[src/rtl/serdes_pkg.sv]
// -----------------------------------------------------------------------------
// serdes_pkg
// Shared types and helpers for the serdes serializer.
//   ser_state_e : serializer FSM state (IDLE, SEND)
//   count_w()   : width of the word counter for a given word count; at least
//                 1 bit so that N_SAMPLES == 1 still yields a legal vector.
// -----------------------------------------------------------------------------
package serdes_pkg;

  typedef enum logic {
    IDLE = 1'b0,
    SEND = 1'b1
  } ser_state_e;

  function automatic int count_w(input int n);
    return (n > 1) ? $clog2(n) : 1;
  endfunction

endpackage

[src/rtl/serdes_serializer_control.sv]
// -----------------------------------------------------------------------------
// serializer_control
// FSM and word counter for the serializer. The datapath (vector register and
// word mux) lives in the parent; this block only decides when to load and
// which word to present.
//
// Handshake: a transfer happens on a rising clk edge where val && rdy.
// send_val depends only on registered state. recv_rdy depends only on state,
// except with SERDES_SERIALIZER_PIPELINE_EN defined, where on the last word it
// follows send_rdy so a new vector can load in the same cycle.
//
// Ports:
//   clk, reset          clock, asynchronous active-low reset
//   recv_val / recv_rdy upstream handshake
//   send_val / send_rdy downstream handshake
//   load_en             capture recv_msg into the vector register this edge
//   sel                 index of the word currently presented
//   state               current FSM state (observation only)
//
// Optional macro: SERDES_SERIALIZER_PIPELINE_EN (back-to-back vectors).
// -----------------------------------------------------------------------------
module serializer_control
  import serdes_pkg::*;
#(
  parameter int N_SAMPLES = 8,
  parameter int CW        = count_w(N_SAMPLES)
) (
  input  logic          clk,
  input  logic          reset,
  input  logic          recv_val,
  output logic          recv_rdy,
  output logic          send_val,
  input  logic          send_rdy,
  output logic          load_en,
  output logic [CW-1:0] sel,
  output ser_state_e    state
);

  localparam logic [CW-1:0] LAST = CW'(N_SAMPLES - 1);

  ser_state_e    state_q, state_d;
  logic [CW-1:0] count_q, count_d;
  logic          last;
  logic          rdy_raw;

  always_ff @(posedge clk or negedge reset) begin
    if (!reset) begin
      state_q <= IDLE;
      count_q <= '0;
    end else begin
      state_q <= state_d;
      count_q <= count_d;
    end
  end

  // Explicit compare so a non-power-of-2 count stops at N_SAMPLES-1.
  assign last = (count_q == LAST);

  always_comb begin
    state_d  = state_q;
    count_d  = count_q;
    rdy_raw  = 1'b0;
    send_val = 1'b0;
    load_en  = 1'b0;
    unique case (state_q)
      IDLE: begin
        rdy_raw = 1'b1;
        if (recv_val && reset) begin
          load_en = 1'b1;
          count_d = '0;
          state_d = SEND;
        end
      end
      SEND: begin
        send_val = 1'b1;
`ifdef SERDES_SERIALIZER_PIPELINE_EN
        if (last) rdy_raw = send_rdy;
`endif
        if (send_rdy) begin
          if (last) begin
            count_d = '0;
            state_d = IDLE;
            // rdy_raw is only ever high here with the pipeline macro.
            if (rdy_raw && recv_val) begin
              load_en = 1'b1;
              state_d = SEND;
            end
          end else begin
            count_d = count_q + 1'b1;
          end
        end
      end
      default: ;
    endcase
  end

  // Never advertise readiness while reset is held.
  assign recv_rdy = rdy_raw & reset;
  assign sel      = count_q;
  assign state    = state_q;

endmodule

[src/rtl/serdes_serializer.sv]
// -----------------------------------------------------------------------------
// serdes_serializer
// Parallel-to-serial converter: accepts one N_SAMPLES x BIT_WIDTH vector and
// emits it as N_SAMPLES words, word 0 (LSBs of recv_msg) first.
//
// Ports:
//   clk       clock, all state updates on posedge
//   reset     asynchronous active-low reset
//   recv_val  / recv_rdy / recv_msg [N_SAMPLES*BIT_WIDTH]  vector input
//   send_val  / send_rdy / send_msg [BIT_WIDTH]            word output
//
// N_SAMPLES == 1 is a combinational pass-through (clk/reset unused).
// send_msg outside send_val shows the indexed word of the held vector; sinks
// must ignore it.
//
// Optional macro: SERDES_SERIALIZER_PIPELINE_EN lets a new vector load on the
// cycle the last word leaves, giving N_SAMPLES cycles per vector.
// -----------------------------------------------------------------------------
module serdes_serializer
  import serdes_pkg::*;
#(
  parameter int N_SAMPLES = 8,
  parameter int BIT_WIDTH = 32
) (
  input  logic                           clk,
  input  logic                           reset,
  input  logic                           recv_val,
  output logic                           recv_rdy,
  input  logic [N_SAMPLES*BIT_WIDTH-1:0] recv_msg,
  output logic                           send_val,
  input  logic                           send_rdy,
  output logic [BIT_WIDTH-1:0]           send_msg
);

  if (N_SAMPLES == 1) begin : g_pass
    assign recv_rdy = send_rdy;
    assign send_val = recv_val;
    assign send_msg = recv_msg;
  end else begin : g_ser
    localparam int CW = count_w(N_SAMPLES);

    logic                           load_en;
    logic [CW-1:0]                  sel;
    ser_state_e                     state;
    logic [N_SAMPLES*BIT_WIDTH-1:0] data_q;

    serializer_control #(
      .N_SAMPLES (N_SAMPLES),
      .CW        (CW)
    ) u_ctrl (
      .clk      (clk),
      .reset    (reset),
      .recv_val (recv_val),
      .recv_rdy (recv_rdy),
      .send_val (send_val),
      .send_rdy (send_rdy),
      .load_en  (load_en),
      .sel      (sel),
      .state    (state)
    );

    // recv_msg is captured only on a recv transfer; later changes are ignored.
    always_ff @(posedge clk or negedge reset) begin
      if (!reset)       data_q <= '0;
      else if (load_en) data_q <= recv_msg;
    end

    // Cleared data and count make send_msg read 0 while reset is held.
    assign send_msg = data_q[int'(sel)*BIT_WIDTH +: BIT_WIDTH];
  end

endmodule

[config.mk]
export PLATFORM = sky130hd
export DESIGN_NAME = serdes_serializer
export DESIGN_NICKNAME = d
export VERILOG_FILES = /design/src/rtl/serdes_pkg.sv /design/src/rtl/serdes_serializer_control.sv /design/src/rtl/serdes_serializer.sv
export SDC_FILE = /design/constraint.sdc
export NUM_CORES = 1
export LEC_CHECK = 0
export ABC_AREA = 0
export CAP_MARGIN = 25
export CORE_ASPECT_RATIO = 0.75
export CORE_UTILIZATION = 32
export DETAILED_ROUTE_END_ITERATION = 10
export DONT_BUFFER_PORTS = 1
export PLACE_DENSITY = 0.44
export SLEW_MARGIN = 5
export SYNTH_ARGS = -nofsm -noshare
export SYNTH_HDL_FRONTEND = slang
export SYNTH_SLANG_ARGS = --single-unit
[constraint.sdc]
create_clock -name clk -period 5.61 [get_ports clk]
set_clock_uncertainty 0.1 [all_clocks]
set_input_delay 1.4025 -clock clk [delete_from_list [all_inputs] [get_ports clk]]
set_output_delay 1.4025 -clock clk [all_outputs]
set_load 0.005 [all_outputs]
==> flow_summary.yaml, run 1 <==
detailed_routing:
  drt-total-wl_microns: 26900
  via_count: 5812
  vias_per_cell: 5.00
  drcViolationCount: 0
  drtIter0Drc: 210
  wire_per_inst_microns: 23.2
  drtAntennaViolNets: 0
  drtPass1Iterations: 4
final_layout:
  finalNonFillerCells: 1163
  layout.nets: 924
  area_growth_pct: 10.2
  final_util_pct: 35.9
  drive_above_1_share_pct: 24.7
clock_tree:
  clk_latency_ps: 540
  cts_made_buffers: 28
  clkTransAtPathRegs_ps: 60
  cts_setup_buffers: 0
  cts-root-buf: "clkbuf_16"
  htreeDepth: 1
  holdBufCountCts: 0
  clkSinkCount: 260
  cts_buffer_depth: 3
  cts_tree: "done"
  cts_resized: 0
die:
  coreArea_sq_um: 36000
  fp-row-count: 60
  die_w_microns: 223
  pin_count: 294
  initial_core_util_pct: 32.6
  dieArea_sq_um: 37500
  die_y_microns: 168
synthesis:
  yosysWarnings: 0
  netlist_area_sq_um: 11800
  synthTopCellsByCount: "260 x dfrtp_1, 229 x mux2_1, 59 x mux2_2, 55 x mux4_2, 26 x buf_6"
  synth_largest_area_cell: "dfrtp_1"
  synthTopCellsByArea: "dfrtp_1 55%, mux2_1 22%, mux4_2 11%"
  netlist.area_leader.share_pct: 55.3
  ys_ff_latch: 260
  async_reset_ff_share_pct: 100
  syn_avg_cell_area_sq_um: 17.5
  ys_seq_area_share_pct: 55.3
  synth-main-ff-cell: "dfrtp_1"
  yosysUniqueCellTypes: 22
  netlist_instances: 673
  synth_edf_count: 0
  yosysMostFrequentCell: "dfrtp_1"
  syn-num-nets: 935
placed_design:
  portBuffers: 0
  gp_congestion: 0.764
  post-place-ws_ps: 1730
  dp_cells: 1097
  dp_hpwl_microns: 18200
global_route:
  overflow: 0
  antenna_found_initial: 18
  grt_pass1_vias: 6628
  grt_max_degree: 264
  grt_first_pass_wirelength_microns: 41800
  grt_usage_pct: 14.6
power:
  clkPwrFrac_pct: 24.0
  swShare_pct: 28.4
  switchingPower_mw: 2.11
  p_int_mw: 5.34
  ir_worst_vdd_uv: 243
  p_leak_nw: 5.29
  seqPwrFrac_pct: 45.6
  power.density_nw_per_um2: 575
  share_comb_of_total_power_pct: 30.4
timing:
  slew_headroom_pct: 37.9
  fin_ws_ps: 1280
  period_minus_slack_ps: 4330
  hold_viol_final: 0
  worst_pin_slew_ps: 931
  rsz0062_at_grt: "false"
  post-route-period-util_pct: 77.1
  drv_slew: 0
  finalSetupViolCount: 0
  tns_ps: 0
  max_freq_mhz: 231
  hold_ws_ps: 378
critical_path:
  crit_path_end_kind: "primary output"
  required_ps: 4110
  cp_max_fo: 33
  crit_type: "flip-flop to primary output"
  crit_arrival_ps: 2820
  critPathLaunchType: "flip-flop"
run:
  max_cap_viol_count: 0
min_path:
  hold_class: "flip-flop to flip-flop"
status:
  outcome: "complete, no violations"
routing by layer:
metal	wire length [microns]	track usage [%]	vias up
li1	-	-	2540
met1	11600	18.7	3050
met2	12600	23.0	170
met3	2180	6.09	46
met4	516	3.07	6
met5	38	0	-
power groups by stage:
stage	registers [mW]	logic, mW	clock network [mW]
global route	3.55	2.48	1.96
global placement	3.46	2.19	0
finish	3.40	2.26	1.79
floorplan	3.11	2.09	0
CTS	3.42	2.33	1.86
detailed placement	3.46	2.32	0
worst paths after layout:
path	from	endpoint	slack [ps]	cells after the start
worst max-delay path	g_ser.u_ctrl.sel[0]	send_msg[20]	1280	3
worst max register to register	g_ser.u_ctrl.state	g_ser.data_q[252]	3070	3
worst min register to register	g_ser.data_q[126]	g_ser.data_q[126]	380	1
max in group asynchronous	reset	g_ser.data_q[207]	4180	0
min in group asynchronous	reset	g_ser.data_q[83]	450	0
worst min-delay path	g_ser.data_q[126]	g_ser.data_q[126]	380	1
per-stage QoR:
| stage | area [sq um] | power [mW] |
|---|---|---|
| floorplan | 11800 | 5.20 |
| global placement | 12000 | 5.65 |
| detailed placement | 12000 | 5.78 |
| CTS | 12900 | 7.62 |
| global route | 12900 | 7.99 |
| finish | 13000 | 7.45 |
logic make-up (layout without fill, tap and decap cells):
| group | after synthesis | after routing | share of synthesized area, % |
|---|---|---|---|
| muxes | 352 | 352 | 40.1 |
| other | 0 | 15 | 0 |
| and+or+nand+nor | 8 | 8 | 0.447 |
| buffers and inverters | 47 | 57 | 3.58 |
| adders and majority gates | 2 | 2 | 0.213 |
| AOI/OAI and AO/OA | 4 | 4 | 0.287 |
| DFF | 260 | 260 | 55.3 |
sequential cells by signal, indices dropped and copies added, names as in the netlist:
name / count
g_ser.data_q: 256
g_ser.u_ctrl.sel: 3
g_ser.u_ctrl.state: 1
cells in the final DEF, fill, tap and decap left out:
cell	synthesis	routed
mux4_2	55	55
dfrtp_1	260	257
mux4_4	1	1
clkbuf_16	0	29
mux2_1	229	229
clkinv_2	0	3
buf_12	1	2
dfrtp_4	0	2
nand2_1	2	2
diode_2	0	15
mux2_2	59	59
a31o_2	3	3
a21o_1	1	1
mux4_1	8	8
ha_1	2	2
nor2b_1	1	1
nor4bb_1	1	1
clkbuf_1	4	10
buf_16	0	1
nand3b_1	1	1
and3_1	2	2
buf_4	2	3
clkinvlp_4	0	1
dfrtp_2	0	1
and3b_4	0	1
clkbuf_8	0	8
layout make-up:
class,count,area (sq um)
fillers,3371,23100
flip-flops and latches,260,6520
multi-input cells,366,4830
clock buffers,47,873
well taps,465,582
repair buffers,6,90.1
diodes,15,37.5
clock inverters,4,22.5
worst max-delay path, stage by stage (launching register included):
cell,delay [ps]
dfrtp_4,850
buf_4,520
mux4_2,570
mux2_2,310
Note: power is estimated with default switching activity, not from simulation.
==> run 2, diff against run 1 <==
==> constraint.sdc (replaced) <==
create_clock -name clk -period 4.29 [get_ports clk]
set_clock_uncertainty 0.1 [all_clocks]
set_input_delay 1.0725 -clock clk [delete_from_list [all_inputs] [get_ports clk]]
set_output_delay 1.0725 -clock clk [all_outputs]
set_load 0.005 [all_outputs]
==> flow_summary.yaml, run 2 (synthesis gave the netlist of run 1 again) <==
timing:
  slew_headroom_pct: 50.5
  worst_pin_slew_ps: 743
  rsz0062_at_grt: "false"
  tns_ps: 0
  drv_slew: 0
  finalSetupViolCount: 0
  max_freq_mhz: 268
  hold_viol_final: 0
  fin_ws_ps: 557
  period_minus_slack_ps: 3730
  post-route-period-util_pct: 87.0
detailed_routing:
  via_count: 5822
  wire_per_inst_microns: 22.9
  drt-total-wl_microns: 26800
  drtAntennaViolNets: 0
  drtPass1Iterations: 3
  drtIter0Drc: 198
  drcViolationCount: 0
  vias_per_cell: 4.98
power:
  p_leak_nw: 5.39
  power.density_nw_per_um2: 764
  ir_worst_vdd_uv: 380
run:
  max_cap_viol_count: 0
placed_design:
  gp_congestion: 0.764
  dp_hpwl_microns: 18500
  portBuffers: 0
  post-place-ws_ps: 1050
die:
  coreArea_sq_um: 36000
  initial_core_util_pct: 32.6
  fp-row-count: 60
  dieArea_sq_um: 37500
  die_y_microns: 168
  pin_count: 294
  die_w_microns: 223
min_path:
  hold_class: "input port to asynchronous set/reset pin"
clock_tree:
  cts_resized: 0
  holdBufCountCts: 0
  clk_latency_ps: 550
  cts_setup_buffers: 0
  cts-root-buf: "clkbuf_16"
  cts_made_buffers: 29
  cts_tree: "done"
  htreeDepth: 1
  clkTransAtPathRegs_ps: 60
  cts_buffer_depth: 3
  clkSinkCount: 260
global_route:
  overflow: 0
  grt_first_pass_wirelength_microns: 41700
  grt_max_degree: 264
  antenna_found_initial: 22
  grt_usage_pct: 14.5
  grt_pass1_vias: 6700
critical_path:
  worstRegToRegCells: 3
  cp_top_family: "multiplexers"
  worst-path-buf-inv: 1
  cp_cell_sequence: "buf_12 -> mux4_1 -> mux2_2"
  worst-path-stages: 3
  crit_type: "flip-flop to primary output"
  crit_arrival_ps: 2560
  worst_path_largest_cell_delay_ps: 750
  required_ps: 3120
  crit_path_top_delay_cell: "dfrtp_4"
  crit_path_end_kind: "primary output"
  cp_max_fo: 31
  critPathLaunchType: "flip-flop"
final_layout:
  final_common_cell: "dfrtp_1"
  area_growth_pct: 11.9
  drive_above_1_share_pct: 26.2
  mostFrequentLayoutCells: "257 x dfrtp_1, 229 x mux2_1, 59 x mux2_2"
  regMostFlops: "g_ser.data_q"
  layout.nets: 931
  largest_register_ff_count: 256
status:
  outcome: "complete, no violations"
## run 2: per-stage QoR
step	total power, mW	utilization (%)	area [sq um]	std cells	hold slack, ps
finish	10.0	36.5	13200	1170	121
floorplan	6.80	-	11800	673	349
global placement	7.45	33.6	12100	1103	361
global route	10.7	36.4	13100	1162	71.3
CTS	10.3	36.4	13100	1152	81.5
detailed placement	7.59	33.6	12100	1103	368
## run 2: path summary, 6_finish.rpt
kind                                      from                 to  slack (ps)
max                        g_ser.u_ctrl.sel[0]       send_msg[26]         560
min                                      reset  g_ser.data_q[117]         120
max reg2reg                 g_ser.u_ctrl.state  g_ser.data_q[250]        1930
min reg2reg                  g_ser.data_q[126]  g_ser.data_q[126]         380
max in group asynchronous                reset  g_ser.data_q[109]        3360
min in group clk             g_ser.data_q[126]  g_ser.data_q[126]         380
## run 2: final cells by class
type                    instances  area [sq um]
clock inverters                12           193
flip-flops and latches        260          6520
fillers                      3351         22900
repair buffers                 12           178
well taps                     465           582
diodes                         18          45.0
multi-input cells             366          4830
clock buffers                  37           806
## run 2: layer usage
metal	up-vias	wire length, microns	track usage (%)
met1	3040	11400	18.2
met5	-	43	0
met4	6	500	3.37
met3	46	2290	6.16
met2	170	12600	23.2
li1	2560	-	-
## run 2: worst register-to-register path, cell delays in order (launching register included)
cell,delay (ps)
dfrtp_1,480
and3b_4,840
buf_4,440
mux2_2,390
## run 2: power breakdown
| group | internal (mW) | leakage [nW] | switching, mW | total [mW] |
|---|---|---|---|---|
| registers | 3.69 | 3.11 | 0.745 | 4.43 |
| clock network | 1.61 | 0.496 | 0.976 | 2.59 |
| logic | 1.96 | 1.78 | 1.06 | 3.02 |
| total | 7.26 | 5.39 | 2.78 | 10.0 |
